===== config.mk =====
export PLATFORM = sky130hd
export DESIGN_NAME = gpio_in_filter
export DESIGN_NICKNAME = d
export VERILOG_FILES = /design/src/rtl/gpio_pkg.sv /design/src/rtl/gpio_in_filter_bit.sv /design/src/rtl/gpio_in_filter.sv
export SDC_FILE = /design/constraint.sdc
export NUM_CORES = 1
export LEC_CHECK = 0
export ABC_CLOCK_PERIOD_IN_PS = 3700
export BUFFER_PORTS_ARGS = -buffer_cell sky130_fd_sc_hd__buf_4
export CORE_ASPECT_RATIO = 0.6
export CORE_UTILIZATION = 55
export CTS_BUF_LIST = sky130_fd_sc_hd__clkbuf_16
export DETAILED_ROUTE_END_ITERATION = 8
export PLACE_DENSITY_LB_ADDON = 0.08
export SLEW_MARGIN = 0
export SYNTH_ARGS = -nofsm -noshare
export SYNTH_HDL_FRONTEND = slang
export SYNTH_SLANG_ARGS = --single-unit

===== constraint.sdc =====
create_clock -name clk -period 3.7 [get_ports clk]
set_clock_uncertainty 0.15 [all_clocks]
set_input_delay 0.74 -clock clk [delete_from_list [all_inputs] [get_ports clk]]
set_output_delay 0.74 -clock clk [all_outputs]
set_load 0.05 [all_outputs]

===== src/rtl/gpio_pkg.sv =====
// Shared GPIO constants: bank defaults and the direction encoding used by
// both the input-side filter and the output-side stage.
package gpio_pkg;

    localparam int unsigned GPIO_BANK_WIDTH  = 8;
    localparam int unsigned GPIO_SYNC_STAGES = 2;
    localparam int unsigned GPIO_FILT_CNT_W  = 4;

    localparam logic GPIO_DIR_IN  = 1'b1;
    localparam logic GPIO_DIR_OUT = 1'b0;

endpackage


===== src/rtl/gpio_in_filter_bit.sv =====
// Single-bit input conditioning: synchronizer chain, glitch-filter counter,
// filtered level register and registered rise/fall pulses.
// SyncStages must be in the range 2..4.
module gpio_in_filter_bit
    import gpio_pkg::*;
#(
    parameter int unsigned SyncStages = GPIO_SYNC_STAGES,
    parameter int unsigned FiltCntW   = GPIO_FILT_CNT_W
) (
    input  logic                clk_i,
    input  logic                rst_i,
    input  logic                en_i,
    input  logic [FiltCntW-1:0] filt_len_i,
    input  logic                pad_i,
    output logic                level_o,
    output logic                rise_o,
    output logic                fall_o
);

    logic [SyncStages-1:0] sync_q;
    logic                  s;
    logic [FiltCntW-1:0]   cnt_q, cnt_d;
    logic                  level_q, level_d;
    logic                  rise_q, rise_d;
    logic                  fall_q, fall_d;

    assign s = sync_q[SyncStages-1];

    // Synchronizer shifts every cycle, independent of enable.
    always_ff @(posedge clk_i) begin
        if (rst_i) begin
            sync_q <= '0;
        end else begin
            sync_q <= {sync_q[SyncStages-2:0], pad_i};
        end
    end

    // Filter next state: a difference must persist past filt_len_i cycles.
    always_comb begin
        cnt_d   = cnt_q;
        level_d = level_q;
        rise_d  = 1'b0;
        fall_d  = 1'b0;
        if (!en_i) begin
            // Forced quiet; dropping the level here is not an edge.
            cnt_d   = '0;
            level_d = 1'b0;
        end else if (s == level_q) begin
            cnt_d = '0;
        end else if (cnt_q >= filt_len_i) begin
            // >= also covers filt_len_i lowered below an in-flight count.
            cnt_d   = '0;
            level_d = s;
            rise_d  = s;
            fall_d  = ~s;
        end else begin
            cnt_d = cnt_q + 1'b1;
        end
    end

    // Filter state and edge-pulse registers.
    always_ff @(posedge clk_i) begin
        if (rst_i) begin
            cnt_q   <= '0;
            level_q <= 1'b0;
            rise_q  <= 1'b0;
            fall_q  <= 1'b0;
        end else begin
            cnt_q   <= cnt_d;
            level_q <= level_d;
            rise_q  <= rise_d;
            fall_q  <= fall_d;
        end
    end

    assign level_o = level_q;
    assign rise_o  = rise_q;
    assign fall_o  = fall_q;

endmodule


===== src/rtl/gpio_in_filter.sv =====
// Bank-level GPIO input filter: one gpio_in_filter_bit per I/O, gated by
// CONFIG_DONE and per-bit direction.
// Optional sticky edge-status register: define GPIO_IN_FILTER_STICKY_EN.
module gpio_in_filter
    import gpio_pkg::*;
#(
    parameter int unsigned WIDTH       = GPIO_BANK_WIDTH,
    parameter int unsigned SYNC_STAGES = GPIO_SYNC_STAGES,
    parameter int unsigned FILT_CNT_W  = GPIO_FILT_CNT_W
) (
    input  logic                  clk,
    input  logic                  reset,
    input  logic                  CONFIG_DONE,
    input  logic [WIDTH-1:0]      DIR,
    input  logic [FILT_CNT_W-1:0] FILT_LEN,
    input  logic [WIDTH-1:0]      SOC_IN,
    output logic [WIDTH-1:0]      FPGA_IN,
    output logic [WIDTH-1:0]      RISE,
`ifdef GPIO_IN_FILTER_STICKY_EN
    output logic [WIDTH-1:0]      FALL,
    input  logic [WIDTH-1:0]      EDGE_CLR,
    output logic [WIDTH-1:0]      EDGE_STS
`else
    output logic [WIDTH-1:0]      FALL
`endif
);

    logic [WIDTH-1:0] en;

    for (genvar i = 0; i < WIDTH; i++) begin : g_bit
        assign en[i] = CONFIG_DONE & (DIR[i] == GPIO_DIR_IN);

        gpio_in_filter_bit #(
            .SyncStages (SYNC_STAGES),
            .FiltCntW   (FILT_CNT_W)
        ) u_bit (
            .clk_i      (clk),
            .rst_i      (reset),
            .en_i       (en[i]),
            .filt_len_i (FILT_LEN),
            .pad_i      (SOC_IN[i]),
            .level_o    (FPGA_IN[i]),
            .rise_o     (RISE[i]),
            .fall_o     (FALL[i])
        );
    end

`ifdef GPIO_IN_FILTER_STICKY_EN
    logic [WIDTH-1:0] sts_q;

    // Sticky edge status: set beats write-1-clear, disabled bits held clear.
    always_ff @(posedge clk) begin
        if (reset) begin
            sts_q <= '0;
        end else begin
            sts_q <= en & (RISE | FALL | (sts_q & ~EDGE_CLR));
        end
    end

    assign EDGE_STS = sts_q;
`endif

endmodule

==> impl_metrics.yaml, run 1 <==
synth:
  ys_seq_elements: 72
  synth_cell_types: 22
  yosysTopAreaCellShare: 0.402
  synthTopCellsByCount: "dfxtp_1, ha_1, nor2_1"
  synth-edff-count: 0
  synth_fp_nets: 390
  synthArstFlopShare: 0
  syn_area_um2: 3580
  synth_most_common_cell: "dfxtp_1"
  ys.flop_type: "dfxtp_1"
  netlist_instances: 327
  synthTopCellsByArea: "dfxtp_1, ha_1, a2111oi_4, buf_4, nor2_1"
  yosysSeqAreaShare: 0.402
  synth_warnings: 0
  synth_top_cell_by_area: "dfxtp_1"
  avgSynthCellArea_um2: 11.0
floorplanning:
  die_x_um: 106
  io_pins: 47
  start_util: 0.579
  placementRows: 22
  core_area_um2: 6190
  chipHeight_um: 64.5
  die_area_um2: 6850
route:
  drtIter0Drc: 81
  vias: 2268
  remaining_drc_errors: 0
  drtPass1Iterations: 4
  via_per_inst: 5.09
  routed_wirelength_um: 6110
  wl_per_cell_um: 13.7
  antenna_left: 0
pwr:
  p_clk_frac: 0.496
  comb_power_share: 0.066
  power_switching_share: 0.209
  peakVddDrop_uv: 269
  power.internal_uw: 1430
  switchingPower_uw: 377
  seq_power_share: 0.438
  leakagePower_uw: 0.00177
  power_density_nw_per_um2: 436
worst_setup_path:
  worstSetupEndpointType: "flip-flop"
  cp_max_fo: 8
  critical_path_arrival_ns: 2.24
  critical_path.top_delay_family: "compound AO/OA/AOI/OAI gates"
  crit_type: "primary input to flip-flop"
  cp.required_ns: 3.79
  cp_num_buf_inv: 2
  critPathLaunchType: "primary input"
  crit_slowest_cell: "inv_1"
  slowest_delay_ns: 0.32
  cp_cell_sequence: "buf_4 > inv_1 > ha_1 > o21a_1 > nor2_1 > o2111ai_1 > o31ai_1"
cells_and_area:
  fin_cells: 446
  multi_input_area_um2: 1860
  fillers: 494
  ff_latch_area_um2: 1440
  n_antenna_cell: 0
  area_delta_synth_final_pct: 15.5
  final_layout_size_suffix_gt1_frac: 0.243
  layout.nets: 420
place:
  dpl.hpwl_um: 4340
  dpl.cell_count: 430
  finalWeightedCongestion: 0.757
  preCtsSetupSlack_ns: 1.19
  io_buffers: 46
sta:
  tns_ns: 0
  fmax_mhz: 466
  rsz0062_at_grt: "false"
  finalSetupViolations: 0
  worst_slack_ns: 1.55
  min_period_over_period: 0.580
  finalMaxSlewViolations: 0
  period_minus_slack_ns: 2.15
  worst_slew_pin_slew_ns: 0.560
  fin_hold_ws_ns: 0.291
  maxSlewHeadroom: 0.626
  hold_viol_final: 0
run_status:
  outcome: "finished, final reports clean"
clocking:
  ctsHtreeMaxLevel: 3
  post-cts-setup-buffers: 0
  cts-resized-gates: 0
  cts_sinks: 72
  clk_pin_slew_worst_paths_ns: 0.06
  cts_tree: "built"
  insertion_delay_ns: 0.33
  numCtsBuffers: 9
  ctsRootBufferMaster: "clkbuf_16"
  hold_buffers: 0
  clk_path_buf_depth: 2
global_routing:
  grt_pass1_vias: 2211
  grt_pass1_wl_um: 10400
  antenna_found_initial: 0
  grt_usage: 0.200
  grt-ovfl-total: 0
  grt_max_degree: 25
job:
  drv_cap: 0
hold_path:
  hp-class: "flip-flop to flip-flop"
-- worst paths after layout --
kind | from | end | slack [ns] | depth (start not counted)
worst min-delay path | g_bit[0].u_bit.sync_q[0]$_SDFF_PP0_ | g_bit[0].u_bit.sync_q[1]$_SDFF_PP0_ | 0.29 | 1
worst max-delay path | FILT_LEN[2] | g_bit[4].u_bit.level_o$_SDFFE_PP0P_ | 1.55 | 7
worst min register to register | g_bit[0].u_bit.sync_q[0]$_SDFF_PP0_ | g_bit[0].u_bit.sync_q[1]$_SDFF_PP0_ | 0.29 | 1
worst max register to register | g_bit[4].u_bit.cnt_q[0]$_SDFF_PP0_ | g_bit[4].u_bit.level_o$_SDFFE_PP0P_ | 1.82 | 6
-- final cells by class --
class / instances / area share
multi-input combinational: 209 / 0.450
sequential: 72 / 0.348
timing repair buffer: 46 / 0.0834
clock buffer: 9 / 0.0544
tap: 84 / 0.0254
clock inverter: 7 / 0.0212
inverter: 19 / 0.0172
-- cell usage in the layout, fill, tap and decap left out, drive strengths merged, types with 9 or more instances in the layout --
| master | instances |
|---|---|
| inv | 20 |
| dfxtp | 72 |
| ha | 40 |
| nor2 | 40 |
| xor2 | 16 |
| nand3 | 16 |
| clkbuf | 9 |
| nor2b | 17 |
| buf | 46 |
-- worst register-to-register path, cell delays in order (launching register included) --
cell	delay [ns]
dfxtp_1	0.38
inv_1	0.06
ha_1	0.26
nand2b_4	0.15
a2111oi_4	0.50
o2111ai_1	0.20
o31ai_1	0.11
-- sequential cells by signal (all words and copies together), names as in the netlist --
signal	flops
g_bit.u_bit.level_o	8
g_bit.u_bit.cnt_q	32
g_bit.u_bit.rise_o	8
g_bit.u_bit.fall_o	8
g_bit.u_bit.sync_q	16
-- layer usage --
| metal | routed length (um) | GRT usage |
|---|---|---|
| met5 | 0 | 0 |
| met2 | 2550 | 0.297 |
| met3 | 207 | 0.0674 |
| met1 | 3270 | 0.272 |
| met4 | 68 | 0.0625 |
-- cell families (layout without fill, tap and decap cells) --
kind of cell	count (synthesis)	after routing	synth area share
xor+xnor	24	24	0.0587
simple gates	105	105	0.188
buf+inv	46	81	0.0775
compound gates	40	40	0.134
fa+ha+maj	40	40	0.140
flops	72	72	0.402
-- through the flow --
stage	utilization	power [uW]	area, um^2
3_5_place_dp	0.618	926	3830
4_1_cts	0.668	1820	4140
6_report	0.668	1800	4140
5_1_grt	0.668	1870	4140
3_3_place_gp	0.618	923	3830
2_1_floorplan	-	890	3580
-- power groups by stage --
| stage | Clock [uW] | Combinational, uW | Sequential, uW |
|---|---|---|---|
| finish | 895 | 118 | 791 |
| floorplan | 0 | 83.7 | 806 |
| global placement | 0 | 116 | 807 |
| CTS | 913 | 120 | 791 |
| global route | 951 | 130 | 792 |
| detailed placement | 0 | 119 | 807 |
Power figures use the tool's default switching activity.
==> run 2: changes to the inputs <==
ABC_CLOCK_PERIOD_IN_PS = 1800   (was 3700)
CORE_UTILIZATION = 52   (was 55)
clock period = 1.8 ns   (was 3.7 ns; I/O delays follow)
==> run 2 against run 1 <==
Compared with the run above:
- final area up 5.3%
- die area up 5.6%
- first-iteration DRC count down 41%
- largest cell class unchanged
==> impl_metrics.yaml, run 2 (synthesis results as in run 1) <==
clocking:
  numCtsBuffers: 9
  insertion_delay_ns: 0.33
  ctsRootBufferMaster: "clkbuf_16"
  clk_pin_slew_worst_paths_ns: 0.05
  hold_buffers: 0
  cts_sinks: 72
  clk_path_buf_depth: 2
  ctsHtreeMaxLevel: 3
  cts_tree: "built"
cells_and_area:
  largest_reg_flops: 32
  largest_register: "g_bit.u_bit.cnt_q"
  final_layout_size_suffix_gt1_frac: 0.313
  fin_cells: 480
  layout_commonest_cell: "buf_4"
  largestRegisters: "g_bit.u_bit.cnt_q: 32 flops, g_bit.u_bit.sync_q: 16 flops"
  area_delta_synth_final_pct: 21.6
  n_antenna_cell: 0
  layout.nets: 453
  most-common-layout-cells: "buf_4, dfxtp_1, nor2_1, ha_1, inv_1"
pwr:
  power.internal_uw: 2670
  p_clk_frac: 0.438
  seq_power_share: 0.475
  power_switching_share: 0.221
  leakagePower_uw: 0.00191
  power_density_nw_per_um2: 785
  peakVddDrop_uv: 566
  comb_power_share: 0.087
  switchingPower_uw: 756
hold_path:
  hold_end: "g_bit[1].u_bit.sync_q[0]$_SDFF_PP0_"
  worstHoldStart: "SOC_IN[1]"
  holdPathStages: 2
  hp-class: "primary input to flip-flop"
sta:
  worst_slack_ns: 0.0441
  fmax_mhz: 569
  fin_hold_ws_ns: 0.0878
  period_minus_slack_ns: 1.76
  min_period_over_period: 0.976
  hold_viol_final: 0
  finalMaxSlewViolations: 0
  maxSlewHeadroom: 0.718
  worst_slew_pin_slew_ns: 0.422
  tns_ns: 0
  rsz0062_at_grt: "true"
  finalSetupViolations: 0
worst_setup_path:
  critical_path.top_delay_family: "compound AO/OA/AOI/OAI gates"
  critical_path_arrival_ns: 1.82
  crit_type: "flip-flop to flip-flop"
  reg2reg_slack_ns: 0.04
  r2r-end: "g_bit[4].u_bit.level_o$_SDFFE_PP0P_"
  slowest_delay_ns: 0.44
  crit_slowest_cell: "a2111oi_4"
  critPathLaunchType: "flip-flop"
  cp_max_fo: 4
  cp_num_buf_inv: 2
  r2r_cells: 6
  worstSetupEndpointType: "flip-flop"
  cp_cell_sequence: "inv_1 > ha_1 > nand2b_4 > a2111oi_4 > buf_4 > o31ai_1"
  r2r-start: "g_bit[4].u_bit.cnt_q[0]$_SDFF_PP0_"
  cp.required_ns: 1.86
floorplanning:
  chipHeight_um: 66.3
  die_area_um2: 7240
  die_x_um: 109
  core_area_um2: 6680
  io_pins: 47
  placementRows: 23
  start_util: 0.537
global_routing:
  grt_pass1_wl_um: 10100
  antenna_found_initial: 0
  grt-ovfl-total: 0
  grt_max_degree: 17
  grt_pass1_vias: 2123
  grt_usage: 0.192
route:
  drtPass1Iterations: 4
  routed_wirelength_um: 6240
  vias: 2334
  via_per_inst: 4.86
  drtIter0Drc: 48
  remaining_drc_errors: 0
  antenna_left: 0
  wl_per_cell_um: 13.0
place:
  dpl.hpwl_um: 4490
  preCtsSetupSlack_ns: -0.302
  io_buffers: 46
  finalWeightedCongestion: 0.724
  dpl.cell_count: 460
run_status:
  outcome: "finished, final reports clean"
job:
  drv_cap: 0
## run 2: worst max-delay path by stage
stage	depth (start not counted)	to	start
global route	6	g_bit[4].u_bit.level_o$_SDFFE_PP0P_	g_bit[4].u_bit.cnt_q[0]$_SDFF_PP0_
global placement	6	g_bit[4].u_bit.level_o$_SDFFE_PP0P_	FILT_LEN[1]
floorplan	6	g_bit[0].u_bit.level_o$_SDFFE_PP0P_	g_bit[0].u_bit.cnt_q[0]$_SDFF_PP0_
detailed placement	6	g_bit[6].u_bit.level_o$_SDFFE_PP0P_	FILT_LEN[1]
CTS	6	g_bit[6].u_bit.level_o$_SDFFE_PP0P_	FILT_LEN[1]
finish	6	g_bit[4].u_bit.level_o$_SDFFE_PP0P_	g_bit[4].u_bit.cnt_q[0]$_SDFF_PP0_
## run 2: cell type report
class / instances / area (um^2)
tap: 87 / 109
timing repair buffer: 79 / 606
multi-input combinational: 209 / 1880
fill: 560 / 2320
clock buffer: 9 / 225
sequential: 72 / 1450
inverter: 19 / 75.1
clock inverter: 5 / 18.8
## run 2: repair_timing
item / 4_1_cts / 5_1_grt
pin swaps: 2 / 15
gates cloned: 0 / 0
gates resized for setup: 1 / 6
endpoints found under the hold margin: 0 / 0
setup endpoints to repair: 7 / 38
buffers inserted: 0 / 6
## run 2: metal layers
layer,share of wire,vias up,global-route usage,wire length [um]
met5,0,-,0,0
li1,-,1257,-,-
met3,0.048,12,0.0788,298
met2,0.41,42,0.268,2550
met1,0.52,1023,0.257,3270
met4,0.018,0,0.0833,112
## run 2: power groups by stage
stage,Combinational (uW),Clock [uW],Sequential (uW)
4_1_cts,282,1560,1630
3_5_place_dp,278,0,1660
6_report,297,1500,1630
5_1_grt,323,1620,1630
2_1_floorplan,172,0,1660
3_3_place_gp,273,0,1660
## run 2: worst register-to-register path, stage by stage, from the launching register on
cell and delay (ns):
dfxtp_2 0.33, inv_1 0.04, ha_1 0.26, nand2b_4 0.15, a2111oi_4 0.44, buf_4 0.20, o31ai_1 0.07
## run 2: metrics by stage
stage                      util  cell area (um^2)  power (uW)
after floorplan               -              3580        1830
after global placement    0.604              4030        1930
after detailed placement  0.604              4030        1940
after CTS                 0.641              4280        3470
after global routing      0.653              4360        3570
final                     0.653              4360        3420
==> run 3: changes to the inputs <==
CORE_UTILIZATION = 45   (was 52)
==> run 3 against run 2 <==
Compared with the run above:
- maximum frequency is 1.1% lower
- sequential power about the same
- die area up 15%
- sequential share of layout area shrank 0.41 points
- via count up 3.2%
- final area rose by 1.2%
- critical endpoint is now g_bit[1].u_bit.level_o$_SDFFE_PP0P_
- sequential cell count is the same
- count of clock-buffer cells in the layout is the same
- combinational power is 4% higher
- clock power hardly changed
- non-clock buffer count is 1 higher
- setup slack got worse by 0.020 ns
==> impl_metrics.yaml, run 3 (synthesis results as in run 1) <==
global_routing:
  grt_usage: 0.175
  grt_pass1_vias: 2356
  use_met3: 0.0523
  grt-ovfl-total: 0
  grt_pass1_wl_um: 11000
  globalRoute.busiestLayer: "met2"
  antenna_found_initial: 0
  use_met1: 0.226
  grtUsageMet2: 0.276
  grt_max_degree: 25
job:
  drv_cap: 0
floorplanning:
  chipHeight_um: 71.1
  die_area_um2: 8340
  io_pins: 47
  die_x_um: 117
  core_area_um2: 7480
  placementRows: 24
  start_util: 0.479
cells_and_area:
  layout.nets: 454
  largestRegisters: "g_bit.u_bit.cnt_q: 32 flops, g_bit.u_bit.sync_q: 16 flops"
  n_antenna_cell: 0
  largest_reg_flops: 32
  layout_commonest_cell: "buf_4"
  fillers: 652
  final_area_um2: 4410
  most-common-layout-cells: "buf_4, dfxtp_1, nor2_1, ha_1, inv_1"
  final_layout_size_suffix_gt1_frac: 0.316
  largest_register: "g_bit.u_bit.cnt_q"
  area_delta_synth_final_pct: 23.1
sta:
  fmax_mhz: 563
  tns_ns: 0
  finalMaxSlewViolations: 0
  finalSetupViolations: 0
  worst_slew_pin_slew_ns: 0.412
  rsz0062_at_grt: "true"
  min_period_over_period: 0.987
  period_minus_slack_ns: 1.78
  maxSlewHeadroom: 0.725
  fin_hold_ws_ns: 0.0903
  hold_viol_final: 0
clocking:
  clk_pin_slew_worst_paths_ns: 0.05
  cts_sinks: 72
  ctsRootBufferMaster: "clkbuf_16"
  hold_buffers: 0
  clk_path_buf_depth: 2
  insertion_delay_ns: 0.33
  ctsHtreeMaxLevel: 3
  cts_tree: "built"
  numCtsBuffers: 9
route:
  drtIter0Drc: 137
  routed_wirelength_um: 6440
  wl_per_cell_um: 12.9
  remaining_drc_errors: 0
  drtPass1Iterations: 5
  via_per_inst: 4.82
  antenna_left: 0
  vias: 2408
pwr:
  peakVddDrop_uv: 524
  power_uw: 3460
  leakagePower_uw: 0.00193
  power_density_nw_per_um2: 785
place:
  io_buffers: 46
  finalWeightedCongestion: 0.773
  dpl.hpwl_um: 4720
  placed_area_um2: 4070
worst_setup_path:
  worstSetupEndpointType: "flip-flop"
  critical_path_arrival_ns: 1.86
  cp_max_fo: 7
  critPathLaunchType: "primary input"
  cp.required_ns: 1.88
  crit_type: "primary input to flip-flop"
run_status:
  outcome: "finished, final reports clean"
hold_path:
  hp-class: "primary input to flip-flop"
run 3: cell count changes in the layout (fill, tap and decap cells not counted):
cell	change
buf_12	+1
clkinv_1	-1
clkinv_2	+1
clkinv_4	+1
dfxtp_1	+1
dfxtp_2	-1
inv_2	+1
nor2_1	+1
nor2_2	-1
run 3: report_power, final:
| part | total, uW | internal, uW | leakage [uW] | switching [uW] |
|---|---|---|---|---|
| clock network | 1530 | 906 | 0.000138 | 624 |
| logic | 308 | 171 | 0.00120 | 137 |
| registers | 1630 | 1610 | 0.000585 | 11.4 |
| total | 3460 | 2690 | 0.00193 | 772 |
run 3: worst paths after layout:
check,from,to,slack [ns],cells after the start
setup reg to reg,g_bit[2].u_bit.cnt_q[0]$_SDFF_PP0_,g_bit[2].u_bit.level_o$_SDFFE_PP0P_,0.06,6
hold reg to reg,g_bit[7].u_bit.sync_q[0]$_SDFF_PP0_,g_bit[7].u_bit.sync_q[1]$_SDFF_PP0_,0.28,1
setup / recovery,FILT_LEN[1],g_bit[1].u_bit.level_o$_SDFFE_PP0P_,0.02,7
hold / removal,SOC_IN[0],g_bit[0].u_bit.sync_q[0]$_SDFF_PP0_,0.09,2
run 3: cell type report:
cell class                      instances  area (um^2)  area share
Inverter                               19         75.1      0.0170
Sequential cell                        72         1450       0.328
Clock buffer                            9          225      0.0511
Tap cell                              104          130      0.0295
Multi-Input combinational cell        209         1880       0.426
Clock inverter                          7         32.5     0.00738
Timing Repair Buffer                   80          626       0.142
run 3: stage by stage:
step	instances	setup slack [ns]	util
floorplan	327	0.0810	-
global placement	476	-0.240	0.545
detailed placement	476	-0.286	0.545
CTS	492	0.00727	0.579
global route	500	-0.0469	0.590
finish	500	0.0243	0.590
run 3: per-layer routing:
layer / part of all wire / vias to the layer above
met5: 0 / -
met4: 0.012 / 0
met3: 0.032 / 9
met2: 0.44 / 35
met1: 0.51 / 1106
li1: - / 1258
run 3: what timing repair did:
| action | CTS | global route |
|---|---|---|
| resized for setup | 0 | 6 |
| setup buffers | 0 | 8 |
| pin swaps | 1 | 15 |
| endpoints found under the setup margin | 5 | 34 |
run 3: critical path: stages:
cell	delay (ns)
buf_4	0.10
clkinvlp_4	0.16
buf_4	0.18
ha_1	0.32
a2111oi_4	0.48
o2111ai_1	0.17
o31ai_1	0.10
